===== config.mk =====
export PLATFORM = sky130hd
export DESIGN_NAME = router_fifo_flat
export DESIGN_NICKNAME = d
export VERILOG_FILES = /design/src/rtl/router_fifo_if.sv /design/src/rtl/router_fifo.sv /design/src/flat_wrapper.sv
export SDC_FILE = /design/constraint.sdc
export NUM_CORES = 1
export LEC_CHECK = 0
export ABC_AREA = 1
export CAP_MARGIN = 20
export CORE_MARGIN = 10
export CORE_UTILIZATION = 52
export DETAILED_ROUTE_END_ITERATION = 10
export PLACE_DENSITY_LB_ADDON = 0.08
export SLEW_MARGIN = 25
export SYNTH_ARGS = -nofsm -noshare
export SYNTH_HDL_FRONTEND = slang
export SYNTH_SLANG_ARGS = --single-unit

===== constraint.sdc =====
create_clock -name i_clock -period 2.7 [get_ports i_clock]
set_input_delay 0.54 -clock i_clock [delete_from_list [all_inputs] [get_ports i_clock]]
set_output_delay 0.54 -clock i_clock [all_outputs]
set_load 0.01 [all_outputs]

===== src/rtl/router_fifo_if.sv =====
// Handshake/data bundle between the synchroniser side (master) and one router_fifo (slave).
// The err flag is present only when ROUTER_FIFO_ERR_FLAG_EN is defined.
interface router_fifo_if #(
    parameter int WIDTH = 8
);
    logic             soft_reset;
    logic             write_enb;
    logic             read_enb;
    logic             lfd_state;
    logic [WIDTH-1:0] data_in;
    logic [WIDTH-1:0] data_out;
    logic             full;
    logic             empty;
`ifdef ROUTER_FIFO_ERR_FLAG_EN
    logic             err;

    modport master (
        output soft_reset, write_enb, read_enb, lfd_state, data_in,
        input  data_out, full, empty, err
    );
    modport slave (
        input  soft_reset, write_enb, read_enb, lfd_state, data_in,
        output data_out, full, empty, err
    );
`else
    modport master (
        output soft_reset, write_enb, read_enb, lfd_state, data_in,
        input  data_out, full, empty
    );
    modport slave (
        input  soft_reset, write_enb, read_enb, lfd_state, data_in,
        output data_out, full, empty
    );
`endif
endinterface


===== src/rtl/router_fifo.sv =====
// Per-port 1x3 router output buffer with packet byte counter; sticky err via ROUTER_FIFO_ERR_FLAG_EN.
// Read data 1 cycle after read_enb; writes while full and reads while empty are dropped.
module router_fifo #(
    parameter int WIDTH  = 8,
    parameter int DEPTH  = 16,
    parameter int ADDR_W = 4
) (
    input  logic          i_clock,
    input  logic          i_reset,
    router_fifo_if.slave  bus
);
    localparam logic [ADDR_W:0] PTR_ONE = 1;

    logic [WIDTH:0]   r_mem [DEPTH];
    logic [ADDR_W:0]  r_wr_ptr;
    logic [ADDR_W:0]  r_rd_ptr;
    logic [6:0]       r_count;
    logic [WIDTH-1:0] r_data_out;

    logic             w_empty;
    logic             w_full;
    logic             w_clear;
    logic             w_wr_acc;
    logic             w_rd_acc;
    logic [WIDTH:0]   w_rd_word;

    assign w_empty   = (r_wr_ptr == r_rd_ptr);
    assign w_full    = (r_wr_ptr[ADDR_W-1:0] == r_rd_ptr[ADDR_W-1:0]) &&
                       (r_wr_ptr[ADDR_W] != r_rd_ptr[ADDR_W]);
    assign w_clear   = i_reset || bus.soft_reset;
    assign w_wr_acc  = bus.write_enb && !w_full && !w_clear;
    assign w_rd_acc  = bus.read_enb && !w_empty && !w_clear;
    assign w_rd_word = r_mem[r_rd_ptr[ADDR_W-1:0]];

    // Storage is never cleared; only the pointers define what is valid.
    always_ff @(posedge i_clock) begin
        if (w_wr_acc) begin
            r_mem[r_wr_ptr[ADDR_W-1:0]] <= {bus.lfd_state, bus.data_in};
        end
    end

    always_ff @(posedge i_clock) begin
        if (w_clear) begin
            r_wr_ptr   <= '0;
            r_rd_ptr   <= '0;
            r_count    <= '0;
            r_data_out <= '0;
        end else begin
            if (w_wr_acc) begin
                r_wr_ptr <= r_wr_ptr + PTR_ONE;
            end
            if (w_rd_acc) begin
                r_rd_ptr   <= r_rd_ptr + PTR_ONE;
                r_data_out <= w_rd_word[WIDTH-1:0];
                // Header reload covers payload bytes plus the trailing parity byte.
                if (w_rd_word[WIDTH]) begin
                    r_count <= 7'(w_rd_word[WIDTH-1:2]) + 7'd1;
                end else if (r_count != 7'd0) begin
                    r_count <= r_count - 7'd1;
                end
            end else if (r_count == 7'd0) begin
                r_data_out <= '0;
            end
        end
    end

    assign bus.data_out = r_data_out;
    assign bus.full     = w_full;
    assign bus.empty    = w_empty;

`ifdef ROUTER_FIFO_ERR_FLAG_EN
    logic r_err;

    always_ff @(posedge i_clock) begin
        if (w_clear) begin
            r_err <= 1'b0;
        end else if ((bus.write_enb && w_full) || (bus.read_enb && w_empty)) begin
            r_err <= 1'b1;
        end
    end

    assign bus.err = r_err;
`endif

endmodule

===== src/flat_wrapper.sv =====
// flat-port wrapper written by rule: the top's interface ports become plain ports
module router_fifo_flat 
#(
    parameter int WIDTH  = 8,
    parameter int DEPTH  = 16,
    parameter int ADDR_W = 4
)
  (i_clock, i_reset, bus_soft_reset, bus_write_enb, bus_read_enb, bus_lfd_state, bus_data_in, bus_data_out, bus_full, bus_empty);
  router_fifo_if #(.WIDTH(WIDTH)) bus_i ();
  input  logic i_clock;
  input  logic i_reset;
  input wire logic [$bits(bus_i.soft_reset)-1:0] bus_soft_reset;
  input wire logic [$bits(bus_i.write_enb)-1:0] bus_write_enb;
  input wire logic [$bits(bus_i.read_enb)-1:0] bus_read_enb;
  input wire logic [$bits(bus_i.lfd_state)-1:0] bus_lfd_state;
  input wire logic [$bits(bus_i.data_in)-1:0] bus_data_in;
  output wire logic [$bits(bus_i.data_out)-1:0] bus_data_out;
  output wire logic [$bits(bus_i.full)-1:0] bus_full;
  output wire logic [$bits(bus_i.empty)-1:0] bus_empty;
  assign bus_i.soft_reset = bus_soft_reset;
  assign bus_i.write_enb = bus_write_enb;
  assign bus_i.read_enb = bus_read_enb;
  assign bus_i.lfd_state = bus_lfd_state;
  assign bus_i.data_in = bus_data_in;
  assign bus_data_out = bus_i.data_out;
  assign bus_full = bus_i.full;
  assign bus_empty = bus_i.empty;
  router_fifo #(.WIDTH(WIDTH), .DEPTH(DEPTH), .ADDR_W(ADDR_W)) u_core (.i_clock(i_clock), .i_reset(i_reset), .bus(bus_i));
endmodule

Word level (Yosys, flattened, before mapping)
Memory sizes are Yosys's and may differ from the RTL's. A register that Yosys moved wholly into a read port is not among the register bits.
Cells that the tools add are included.
- $add $sub $neg: 4
- equal/unequal tests: 3
- reduce and logical (&&, ||, !) cells: 14
- multiplexer cells: 8
- operators with widths (cell ; number):
    two-way mux 8 bit ; 2
    two-way mux 7 bit ; 2
    adder 5 x 1 -> 5 bit (second input constant) ; 2
    two-way mux 4 bit ; 2
    adder 6 x 1 -> 7 bit (second input constant) ; 1
    logical NOT 7 bit ; 1
    nonzero test 7 bit ; 1
    subtractor 7 x 1 -> 7 bit (second input constant) ; 1
    equality test 5 bit ; 1
    logical AND 1 bit ; 5
    equality test 4 bit ; 1
    nonzero test 2 bit ; 2
    logical NOT 1 bit ; 3
    two-way mux 1 bit ; 2
    AND reduction 2 bit ; 1
    logical OR 1 bit ; 1
    inequality test 1 bit ; 1
- flip-flop bits (word level): 25
- output and inout port bits: 10
- bits in writable memories: 144
- memories: 1
- memory list (name ; words ; width ; read ports ; clocked after Yosys merged registers in ; write ports ; RTL line ; source):
    u_core.r_mem ; 16 ; 9 ; 1 ; 1 ; 1 ; router_fifo.sv:14 ; logic [WIDTH:0] r_mem [DEPTH];

Depth between registers and ports, before layout
Gate-level depths: netlist of the first run.
- depth in word-level cells: 7
- mapped depth: 14
- depth with buffers taken out: 13

Worst setup path before layout of the first run
OpenSTA, ideal clock, no wires.
- path kind: input -> register
- from: input port bus_soft_reset
- to: memory u_core.r_mem[11][0] (netlist name) (enable)
- path buffers: 0
- data arrival time: 1.846 ns
- required time: 2.326 ns
- setup slack: 0.480 ns
- stages on the path: 5
- setup time: 0.374 ns
- cells stage by stage: nor2_1 inv_1 nor2_1 nand3_1 nor2_1
- word-level cells in the longest chain between the ends: 5
- ends and longest elaborated chain (what ; RTL line ; source):
    start: declaration ; flat_wrapper.sv:12 ; input wire logic [$bits(bus_i.soft_reset)-1:0] bus_soft_reset;
    logical OR 1 bit ; router_fifo.sv:30 ; assign w_clear = i_reset || bus.soft_reset;
    logical NOT 1 bit ; router_fifo.sv:31 ; assign w_wr_acc = bus.write_enb && !w_full && !w_clear;
    logical AND 1 bit ; router_fifo.sv:31 ;
    two-way mux 1 bit ; router_fifo.sv:37 ; if (w_wr_acc) begin
    two-way mux 1 bit (not written as such) ; router_fifo.sv:38 ; r_mem[r_wr_ptr[ADDR_W-1:0]] <= {bus.lfd_state, bus.data_in};
    end: declaration ; router_fifo.sv:14 ;
Every way passes these cells.

Worst setup path after layout of the first run
- from: register u_core.r_wr_ptr[1]
- to: output port bus_full
- word-level cells in the longest chain between the ends: 2
- ends and longest elaborated chain (what ; RTL line ; source):
    start: declaration ; router_fifo.sv:15 ; logic [ADDR_W:0] r_wr_ptr;
    start signal: assignment ; router_fifo.sv:50 ; r_wr_ptr <= r_wr_ptr + PTR_ONE;
    equality test 4 bit ; router_fifo.sv:28 ; assign w_full = (r_wr_ptr[ADDR_W-1:0] == r_rd_ptr[ADDR_W-1:0]) &&
    logical AND 1 bit ; router_fifo.sv:28 ;
    end: declaration ; flat_wrapper.sv:18 ; output wire logic [$bits(bus_i.full)-1:0] bus_full;
Every way passes these cells.

==> flow_metrics.env, run 1 <==
export IMPL_ys_seq_area_share_pct=65.6
export IMPL_fin_crit_ns=2.58
export IMPL_tightest_slew_ns=0.806
export IMPL_fin_crit_sh_pct=95.7
export IMPL_grt_pass1_wl_mm=27.9
export IMPL_drtIter0Drc=670
export IMPL_slew_viol_final=0
export IMPL_htreeDepth=4
export IMPL_rr_endpoint="u_core.r_count[2]$_SDFFE_PP0P_"
export IMPL_dp_cells=949
export IMPL_relSlewSlack_pct=46.1
export IMPL_drc=0
export IMPL_maxCapViolCount=0
export IMPL_vias=5315
export IMPL_synth_area_per_cell_sq_um=10.1
export IMPL_cts_tree="yes"
export IMPL_grt_overflow=0
export IMPL_path_clk_slew_ns=0.06
export IMPL_ant_nets=0
export IMPL_arrival_ns=2.04
export IMPL_endpoint_kind="output port"
export IMPL_ys_ff_latch=173
export IMPL_critPathLaunchType="register"
export IMPL_fp_coreArea_sq_um=14000
export IMPL_first_global_vias=5167
export IMPL_fillCellCount=1179
export IMPL_cts_sinks=173
export IMPL_yosysMostFrequentCell="nand2_1"
export IMPL_die_y_microns=140
export IMPL_final_cells=981
export IMPL_routedWlPerCell_microns=18.1
export IMPL_powerDensity_nw_per_um2=644
export IMPL_cp_startpoint="u_core.r_wr_ptr[1]$_SDFFE_PP0P_"
export IMPL_clk_insertion_delay_late_ns=0.42
export IMPL_worst_setup_path_type="register to output port"
export IMPL_dpl_instance_area_sq_um=8030
export IMPL_track_usage_pct=18.2
export IMPL_fin_tns_setup_ns=0
export IMPL_synth_edf_count=144
export IMPL_nets=809
export IMPL_synth_largest_area_cell="edfxtp_1"
export IMPL_num_rows=43
export IMPL_r2r_slack_ns=0.29
export IMPL_place_gp_congestion=0.896
export IMPL_first_pass_iters=5
export IMPL_async_flop_share_pct=0
export IMPL_n_antenna_cell=0
export IMPL_fmax_mhz=387
export IMPL_hold_path_class="register to register"
export IMPL_antenna_found_initial=0
export IMPL_ys_warn_count=0
export IMPL_via_per_inst=5.42
export IMPL_root_buffer="clkbuf_16"
export IMPL_holdWs_ns=0.469
export IMPL_start_util_pct=53.4
export IMPL_synth_area_leaders="edfxtp_1, nand2_1, dfxtp_1, nand3_1, inv_1"
export IMPL_peakVddDrop_mv=0.470
export IMPL_fin_skew_ns=0.00820
export IMPL_die_w_microns=140
export IMPL_final_cell_area_sq_um=8620
export IMPL_wl_mm=17.7
export IMPL_finalHoldViolations=0
export IMPL_syn_to_final_growth_pct=15.3
export IMPL_syn_nets=762
export IMPL_dp_hpwl_mm=11.8
export IMPL_synth_common_cells="nand2_1, edfxtp_1, nand3_1"
export IMPL_cp_endpoint="bus_full"
export IMPL_cts_buffer_depth=2
export IMPL_synth_top_area_share_pct=57.9
export IMPL_die_area_sq_um=19600
export IMPL_setup_viol=0
export IMPL_synth_area_sq_um=7470
export IMPL_drive_gt1_share_pct=9.24
export IMPL_ys_dominant_reg_cell="edfxtp_1"
export IMPL_io_pins=24
export IMPL_leakage_nw=3.43
export IMPL_syn_inst=741
export IMPL_numCtsBuffers=17
export IMPL_reg2reg_depth=9
export IMPL_cp_required_ns=2.16
export IMPL_ys_types=33
export IMPL_rsz0062_at_grt="no"
export IMPL_status="finished clean"
export IMPL_numPortBuffers=23
export IMPL_grt_max_degree=78
export IMPL_cp_max_fo=5
[layout by cell type, fill, tap and decap left out, types with 2 or more instances in the layout]
cell               n
ha_1               7
clkinv_4           2
o21ai_1           11
bufinv_16          3
nand2_2            2
o211ai_1           2
a21oi_1           25
clkinvlp_4         3
buf_4             32
dfxtp_1           27
clkbuf_16         17
o21ai_0           15
nor2_1            65
inv_1             71
dfxtp_2            2
inv_2              3
or2_2              5
clkinv_1           5
o21bai_1           2
buf_12             2
edfxtp_1         144
nand2_1          212
clkbuf_1           3
a22oi_1            6
nand3_1           93
clkdlybuf4s50_1   23
xor2_1             6
nor3_1             3
[sequential cells by signal, summed over array words and instances, names as in the netlist, named ones only]
register,flops
u_core.r_wr_ptr,5
u_core.bus.data_out,8
u_core.r_mem,144
u_core.r_rd_ptr,5
u_core.r_count,7
[per-stage QoR]
stage	setup slack [ns]	power, W	util [%]
6_report	0.116	0.00555	61.6
5_1_grt	0.0121	0.00573	61.6
4_1_cts	0.0704	0.00558	61.6
3_5_place_dp	0.177	0.00319	57.4
3_3_place_gp	0.164	0.00319	57.4
2_1_floorplan	0.480	0.00307	-
[worst max-delay path, stage by stage, from the launching register on]
cell             delay [ns]
dfxtp_1                0.37
xor2_1                 0.18
nor2_1                 0.14
nand2_1                0.06
or2_2                  0.28
inv_1                  0.06
clkdlybuf4s50_1        0.53
[where the power goes]
| part | internal, W | total [W] | leakage [nW] | switching (W) |
|---|---|---|---|---|
| sequential | 0.00290 | 0.00290 | 1.53 | 0.00000653 |
| clock | 0.00145 | 0.00242 | 0.273 | 0.000970 |
| combinational | 0.0000734 | 0.000233 | 1.63 | 0.000159 |
[worst min-delay path by stage]
stage                                              from                                   to  cells after the start  slack, ns
floorplan                u_core.r_count[1]$_SDFFE_PP0P_       u_core.r_count[1]$_SDFFE_PP0P_                      2       0.45
global placement    u_core.bus.data_out[0]$_SDFFE_PP0P_  u_core.bus.data_out[0]$_SDFFE_PP0P_                      2       0.46
detailed placement  u_core.bus.data_out[1]$_SDFFE_PP0P_  u_core.bus.data_out[1]$_SDFFE_PP0P_                      2       0.46
CTS                 u_core.bus.data_out[1]$_SDFFE_PP0P_  u_core.bus.data_out[1]$_SDFFE_PP0P_                      2       0.47
global route        u_core.bus.data_out[0]$_SDFFE_PP0P_  u_core.bus.data_out[0]$_SDFFE_PP0P_                      2       0.50
finish              u_core.bus.data_out[0]$_SDFFE_PP0P_  u_core.bus.data_out[0]$_SDFFE_PP0P_                      2       0.47
[timing repair]
action / CTS / global route
endpoints found under the hold margin: 0 / 0
buffers inserted: 0 / 0
hold buffers: 0 / 0
resized for setup: 0 / 1
setup endpoints to repair: 0 / 1
[per-layer routing]
layer	routed length [microns]	vias to the layer above	GRT usage [%]
met5	0	-	0
met4	365	0	6.30
met3	1150	25	4.80
met2	8340	192	28.4
met1	7880	2537	24.0
li1	-	2561	-
[kinds of logic (layout without fill, tap and decap cells)]
logic type | after synthesis | after routing | share of synthesized area, %
XOR/XNOR | 7 | 7 | 0.820
AO/OA/AOI/OAI | 64 | 64 | 4.74
flip-flops | 173 | 173 | 65.6
AND/OR/NAND/NOR | 385 | 385 | 21.4
adder cells (fa/ha/maj) | 7 | 7 | 1.17
buffers and inverters | 105 | 165 | 6.21
[final cells by class]
class                   count  area, sq um  area share (%)
multi-input cells         463         2100            24.4
flip-flops and latches    173         4910            57.0
inverters                  76          285            3.31
repair buffers             57          510            5.93
clock inverters            12          146            1.70
clock buffers              20          437            5.07
well taps                 180          225            2.61
Note: power is estimated with default switching activity, not from simulation.
==> inputs of run 2 (changes only) <==
- ABC_AREA: 1 -> unset
==> run 2 against run 1 <==
  * Worst hold slack got worse by 0.014 ns
  * Core utilization increased by 0.49 points
  * First-iteration DRC count decreased by 60%
  * Via count decreased by 30%
==> flow_metrics.env, run 2 <==
export IMPL_yosys_area_share_adder_pct=1.25
export IMPL_synth_xor_area_share_pct=2.25
export IMPL_path_buf_inv=1
export IMPL_synth_area_sq_um=7000
export IMPL_synth_top_area_share_pct=61.8
export IMPL_grt_pass1_wl_mm=22.1
export IMPL_drtIter0Drc=271
export IMPL_critPathLaunchType="register"
export IMPL_syn_nets=428
export IMPL_first_pass_iters=4
export IMPL_reg2reg_depth=9
export IMPL_synthSimpleGateAreaFrac_pct=6.47
export IMPL_num_rows=42
export IMPL_cp_top_family="buffers and inverters"
export IMPL_setup_viol=0
export IMPL_cp_required_ns=2.16
export IMPL_die_w_microns=136
export IMPL_yosysMostFrequentCell="edfxtp_1"
export IMPL_synth_edf_count=144
export IMPL_antenna_found_initial=0
export IMPL_cts_buffer_depth=2
export IMPL_dp_cells=618
export IMPL_syn_inst=407
export IMPL_met2_usage_pct=25.4
export IMPL_cts_tree="yes"
export IMPL_peakVddDrop_mv=0.418
export IMPL_rsz0062_at_grt="no"
export IMPL_ctsResizeCount=0
export IMPL_setup_ws_ns=0.150
export IMPL_nets=482
export IMPL_arrival_ns=2.01
export IMPL_holdPathStages=2
export IMPL_ys_types=39
export IMPL_relSlewSlack_pct=57.1
export IMPL_drc=0
export IMPL_synth_compound_area_share_pct=3.77
export IMPL_status="finished clean"
export IMPL_mostFrequentLayoutCells="edfxtp_1, nor2_1, buf_4"
export IMPL_vias=3743
export IMPL_fin_crit_ns=2.55
export IMPL_clk_insertion_delay_late_ns=0.42
export IMPL_via_per_inst=5.76
export IMPL_fmax_mhz=392
export IMPL_finalHoldViolations=0
export IMPL_grt_use_met3_pct=4.65
export IMPL_cpPeakStageDelay_ns=0.56
export IMPL_fin_skew_ns=0.00951
export IMPL_cp_startpoint="u_core.r_wr_ptr[3]$_SDFFE_PP0P_"
export IMPL_use_met1_pct=21.1
export IMPL_async_flop_share_pct=0
export IMPL_synth_common_cells="edfxtp_1, nor2_1, dfxtp_1"
export IMPL_fin_crit_sh_pct=94.4
export IMPL_grt_overflow=0
export IMPL_worst_setup_path_type="register to output port"
export IMPL_grt_busiest_layer="met2"
export IMPL_postLayoutCoreUtil_pct=62.1
export IMPL_largest_reg_flops=144
export IMPL_die_y_microns=136
export IMPL_n_antenna_cell=0
export IMPL_synth_top_family_by_area="multiplexers"
export IMPL_cp_max_fo=9
export IMPL_final_cells=650
export IMPL_tightest_slew_ns=0.638
export IMPL_path_clk_slew_ns=0.06
export IMPL_slew_viol_final=0
export IMPL_wl_mm=14.2
export IMPL_postCtsSetupBuffers=0
export IMPL_muxShareOfSynthArea_pct=13.9
export IMPL_holdWs_ns=0.455
export IMPL_synth_area_per_cell_sq_um=17.2
export IMPL_routedWlPerCell_microns=21.8
export IMPL_synth_area_leaders="edfxtp_1, dfxtp_1, mux4_1, mux4_2, nor2_1"
export IMPL_io_pins=24
export IMPL_syn_to_final_growth_pct=17.0
export IMPL_numPortBuffers=23
export IMPL_maxCapViolCount=0
export IMPL_fp_coreArea_sq_um=13200
export IMPL_first_global_vias=3782
export IMPL_numCtsBuffers=17
export IMPL_ys_ff_latch=173
export IMPL_ys_seq_area_share_pct=70.1
export IMPL_path_cells="xnor2_1 -> nand4_1 -> nor2_1 -> clkdlybuf4s50_1"
export IMPL_cts_sinks=173
export IMPL_final_common_cell="edfxtp_1"
export IMPL_hp_start="u_core.bus.data_out[4]$_SDFFE_PP0P_"
export IMPL_endpoint_kind="output port"
export IMPL_root_buffer="clkbuf_16"
export IMPL_place_gp_congestion=0.805
export IMPL_drive_gt1_share_pct=17.9
export IMPL_leakage_nw=2.70
export IMPL_hold_path_class="register to register"
export IMPL_place_ws_ns=0.254
export IMPL_fin_tns_setup_ns=0
export IMPL_synth_largest_area_cell="edfxtp_1"
export IMPL_cp_depth=4
export IMPL_cp_slowest_cell="clkdlybuf4s50_1"
export IMPL_track_usage_pct=16.1
export IMPL_hold_buffers=0
export IMPL_ant_nets=0
export IMPL_ys_warn_count=0
export IMPL_die_area_sq_um=18500
export IMPL_powerDensity_nw_per_um2=673
export IMPL_start_util_pct=53.1
export IMPL_ys_dominant_reg_cell="edfxtp_1"
export IMPL_grt_max_degree=36
export IMPL_htreeDepth=4
export IMPL_dp_hpwl_mm=9.39
## run 2: changes by cell type after synthesis, sizes merged, moves of 5 or more
| cell | delta |
|---|---|
| nand2 | -195 |
| a22oi | +5 |
| a21oi | -20 |
| nor2 | -26 |
| mux4 | +38 |
| nor3 | +7 |
| o21ai | -10 |
| inv | -65 |
| xnor2 | +11 |
| nand3 | -80 |
| buf | -12 |
## run 2: area by class of cell
cell class | instances | area (sq um)
Clock buffer | 25 | 538
Clock inverter | 7 | 72.6
Fill cell | 950 | 5000
Inverter | 9 | 33.8
Multi-Input combinational cell | 207 | 1940
Sequential cell | 173 | 4910
Tap cell | 176 | 220
Timing Repair Buffer | 53 | 480
## run 2: kinds of logic after synthesis
kind of cell	Yosys count
buf+inv	27
simple gates	99
flops	173
mux	42
xor+xnor	18
fa+ha+maj	7
compound gates	41
## run 2: worst register-to-register path: stages, from the launching register on
cell and delay [ns]:
dfxtp_2 0.37, buf_4 0.24, mux4_2 0.54, a22o_1 0.25
nor2_2 0.17, inv_1 0.09, ha_1 0.22, xor2_1 0.18
a21oi_1 0.14, o21ai_0 0.08
## run 2: worst paths after layout
check / slack [ns] / end
min: 0.46 / u_core.bus.data_out[4]$_SDFFE_PP0P_
max reg2reg: 0.29 / u_core.r_count[2]$_SDFFE_PP0P_
min reg2reg: 0.46 / u_core.bus.data_out[4]$_SDFFE_PP0P_
max: 0.15 / bus_empty
## run 2: through the flow
| step | cell area, sq um | total power, W |
|---|---|---|
| 2_1_floorplan | 7000 | 0.00304 |
| 5_1_grt | 8190 | 0.00566 |
| 3_5_place_dp | 7580 | 0.00313 |
| 4_1_cts | 8190 | 0.00554 |
| 6_report | 8190 | 0.00551 |
| 3_3_place_gp | 7580 | 0.00312 |
## run 2: metal layers
layer  wire length (microns)  up-vias
met3                     906       16
met5                       0        -
li1                        -     1709
met4                     218        0
met1                    6350     1893
met2                    6680      125
## run 2: where the power goes
part           leakage, nW  switching (W)  internal (W)
combinational        0.864      0.0000945     0.0000685
clock                0.304       0.000962       0.00148
sequential            1.53     0.00000548       0.00290
==> inputs of run 3 (changes only) <==
- ABC_CLOCK_PERIOD_IN_PS: unset -> 2700
==> results of run 3 <==
Final layout, timing and power as in run 2 (identical DEF).
==> RTL edit: new RTL, settings of run 2 <==
`DEPTH` is set to 16 in 2 places; all go to 8.
--- a/src/rtl/router_fifo.sv
+++ b/src/rtl/router_fifo.sv
@@ -2,7 +2,7 @@
 // Read data 1 cycle after read_enb; writes while full and reads while empty are dropped.
 module router_fifo #(
     parameter int WIDTH  = 8,
-    parameter int DEPTH  = 16,
+    parameter int DEPTH  = 8,
     parameter int ADDR_W = 4
 ) (
     input  logic          i_clock,
--- a/src/flat_wrapper.sv
+++ b/src/flat_wrapper.sv
@@ -2,7 +2,7 @@
 module router_fifo_flat 
 #(
     parameter int WIDTH  = 8,
-    parameter int DEPTH  = 16,
+    parameter int DEPTH  = 8,
     parameter int ADDR_W = 4
 )
   (i_clock, i_reset, bus_soft_reset, bus_write_enb, bus_read_enb, bus_lfd_state, bus_data_in, bus_data_out, bus_full, bus_empty);
Behaviour: no difference found for any inputs over 10 cycles, from zero or initial values; that may be too few to reach the edited logic, so the function may still have changed.
==> RTL edit against run 2 <==
Critical path depth unchanged. Global-route usage decreased by 2.7 points. Critical endpoint unchanged. Sequential share of layout area decreased by 4.6 points. Total power decreased by 51%. Count of clock-buffer cells in the layout decreased by 16. Area after synthesis decreased by 38%. First-iteration DRC count decreased by 65%. Design area decreased by 40%. Wire length decreased by 42%. Highest routed layer unchanged. Worst setup slack improved by 19 ps. Sequential cell count decreased by 73. Cell count decreased by 34%.
==> RTL edit: results (changes against run 2) <==
* Clock latency at the later pin of the worst-skew pair at 360 ps (was 420 ps)
* Outcome: completed (unchanged)
* Internal power at 0.002068 W (was 0.004448 W)
* Met3 WL at 363 um (was 906 um)
* Clock-pin slew on the worst setup and hold paths at 100 ps (was 60 ps)
* Starting DRT DRC Count at 96 (was 271)
* First-pass GRT wire length at 13370 um (was 22050 um)
* Clk_skew at 9.404 ps (was 9.514 ps)
* R2R depth at 5 (was 9)
* Placed cell count at 415 (was 618)
* Met2 wire len at 3946 um (was 6676 um)
* Vias per inst at 5.657 (was 5.758)
* Top cells by instance count after synthesis: edfxtp_1 (72), dfxtp_1 (28), nor2_1 (23) (was edfxtp_1 (144), nor2_1 (39), dfxtp_1 (29))
* Arrival time worst endpoint at 1990 ps (was 2010 ps)
* Synth Area in XOR/XNOR at 3.596% (was 2.252%)
* Placed cell area at 4730 um2 (was 7577 um2)
* Final GP Congestion at 0.7899 (was 0.8048)
* Pin count of the biggest net entering global routing at 20 (was 36)
* Num CTS Buffers at 9 (was 17)
* Layout Cells excl Fill at 431 (was 650)
* Share of cells above drive strength 1 at 19.02% (was 17.93%)
* EDFF count, synth at 72 (was 144)
* Post-synthesis sequential area ratio at 62.60% (was 70.08%)
* Hold slack at 465.4 ps (was 455.1 ps)
* Met2 Track Usage GR at 21.41% (was 25.38%)
* Nets at 339 (was 482)
* Sequential power at 0.00166 W (was 0.00290 W)
* Clk root buf: clkbuf_8 (was clkbuf_16)
* Gr usage total at 13.37% (was 16.12%)
* Flip-flop count of the largest register after layout at 72 (was 144)
* Syn Inst Count at 284 (was 407)
* VDD IR max at 0.0003108 V (was 0.0004181 V)
* Synth Area in Adders at 1.151% (was 1.251%)
* Pre-CTS setup slack at 179.4 ps (was 253.5 ps)
* Metal-1 WL at 3785 um (was 6351 um)
* Post-synthesis mux area share at 14.15% (was 13.93%)
* Worst reg2reg path endpoint: u_core.r_count[0]$_SDFFE_PP0P_ (was u_core.r_count[2]$_SDFFE_PP0P_)
==> RTL edit: cell count changes after synthesis, sizes merged, moves of 5 or more <==
cell           run 2  this run
edfxtp           144        72
mux4              38        18
nor2              41        23
a22oi             11         1
nand2             19        11
a21oi              5        12
mux2               0         5
==> RTL edit: worst min-delay path: stages (launching register included) <==
cell	delay, ps
dfxtp_1	320
nand3_1	60
o21ai_1	50
==> RTL edit: cell type report <==
class	instances	area share (%)
clock inverters	7	1.373
clock buffers	9	2.517
well taps	105	2.669
multi-input cells	167	30.83
flip-flops and latches	100	55.34
inverters	6	0.4575
repair buffers	37	6.812
==> RTL edit: cell families after synthesis <==
logic type	Yosys count
DFF	100
and+or+nand+nor	67
AOI/OAI and AO/OA	49
muxes	30
xor gates and xnor gates	17
buffers and inverters	17
adders and majority gates	4
==> RTL edit: repair_timing <==
| item | 4_1_cts | 5_1_grt |
|---|---|---|
| endpoints found under the hold margin | 0 | 0 |
| resized for setup | 0 | 1 |
| endpoints found under the setup margin | 0 | 2 |
==> RTL edit: how the worst max path moves through the flow <==
stage | slack, ps | from | cells after the start | to
2_1_floorplan | 220 | bus_soft_reset | 4 | u_core.r_mem[0][0]$_DFFE_PP_
3_3_place_gp | 230 | bus_soft_reset | 6 | u_core.r_count[5]$_SDFFE_PP0P_
4_1_cts | 90 | u_core.r_wr_ptr[2]$_SDFFE_PP0P_ | 4 | bus_empty
6_report | 170 | u_core.r_wr_ptr[1]$_SDFFE_PP0P_ | 4 | bus_empty
5_1_grt | 50 | u_core.r_wr_ptr[1]$_SDFFE_PP0P_ | 4 | bus_empty
3_5_place_dp | 180 | bus_soft_reset | 6 | u_core.r_count[5]$_SDFFE_PP0P_
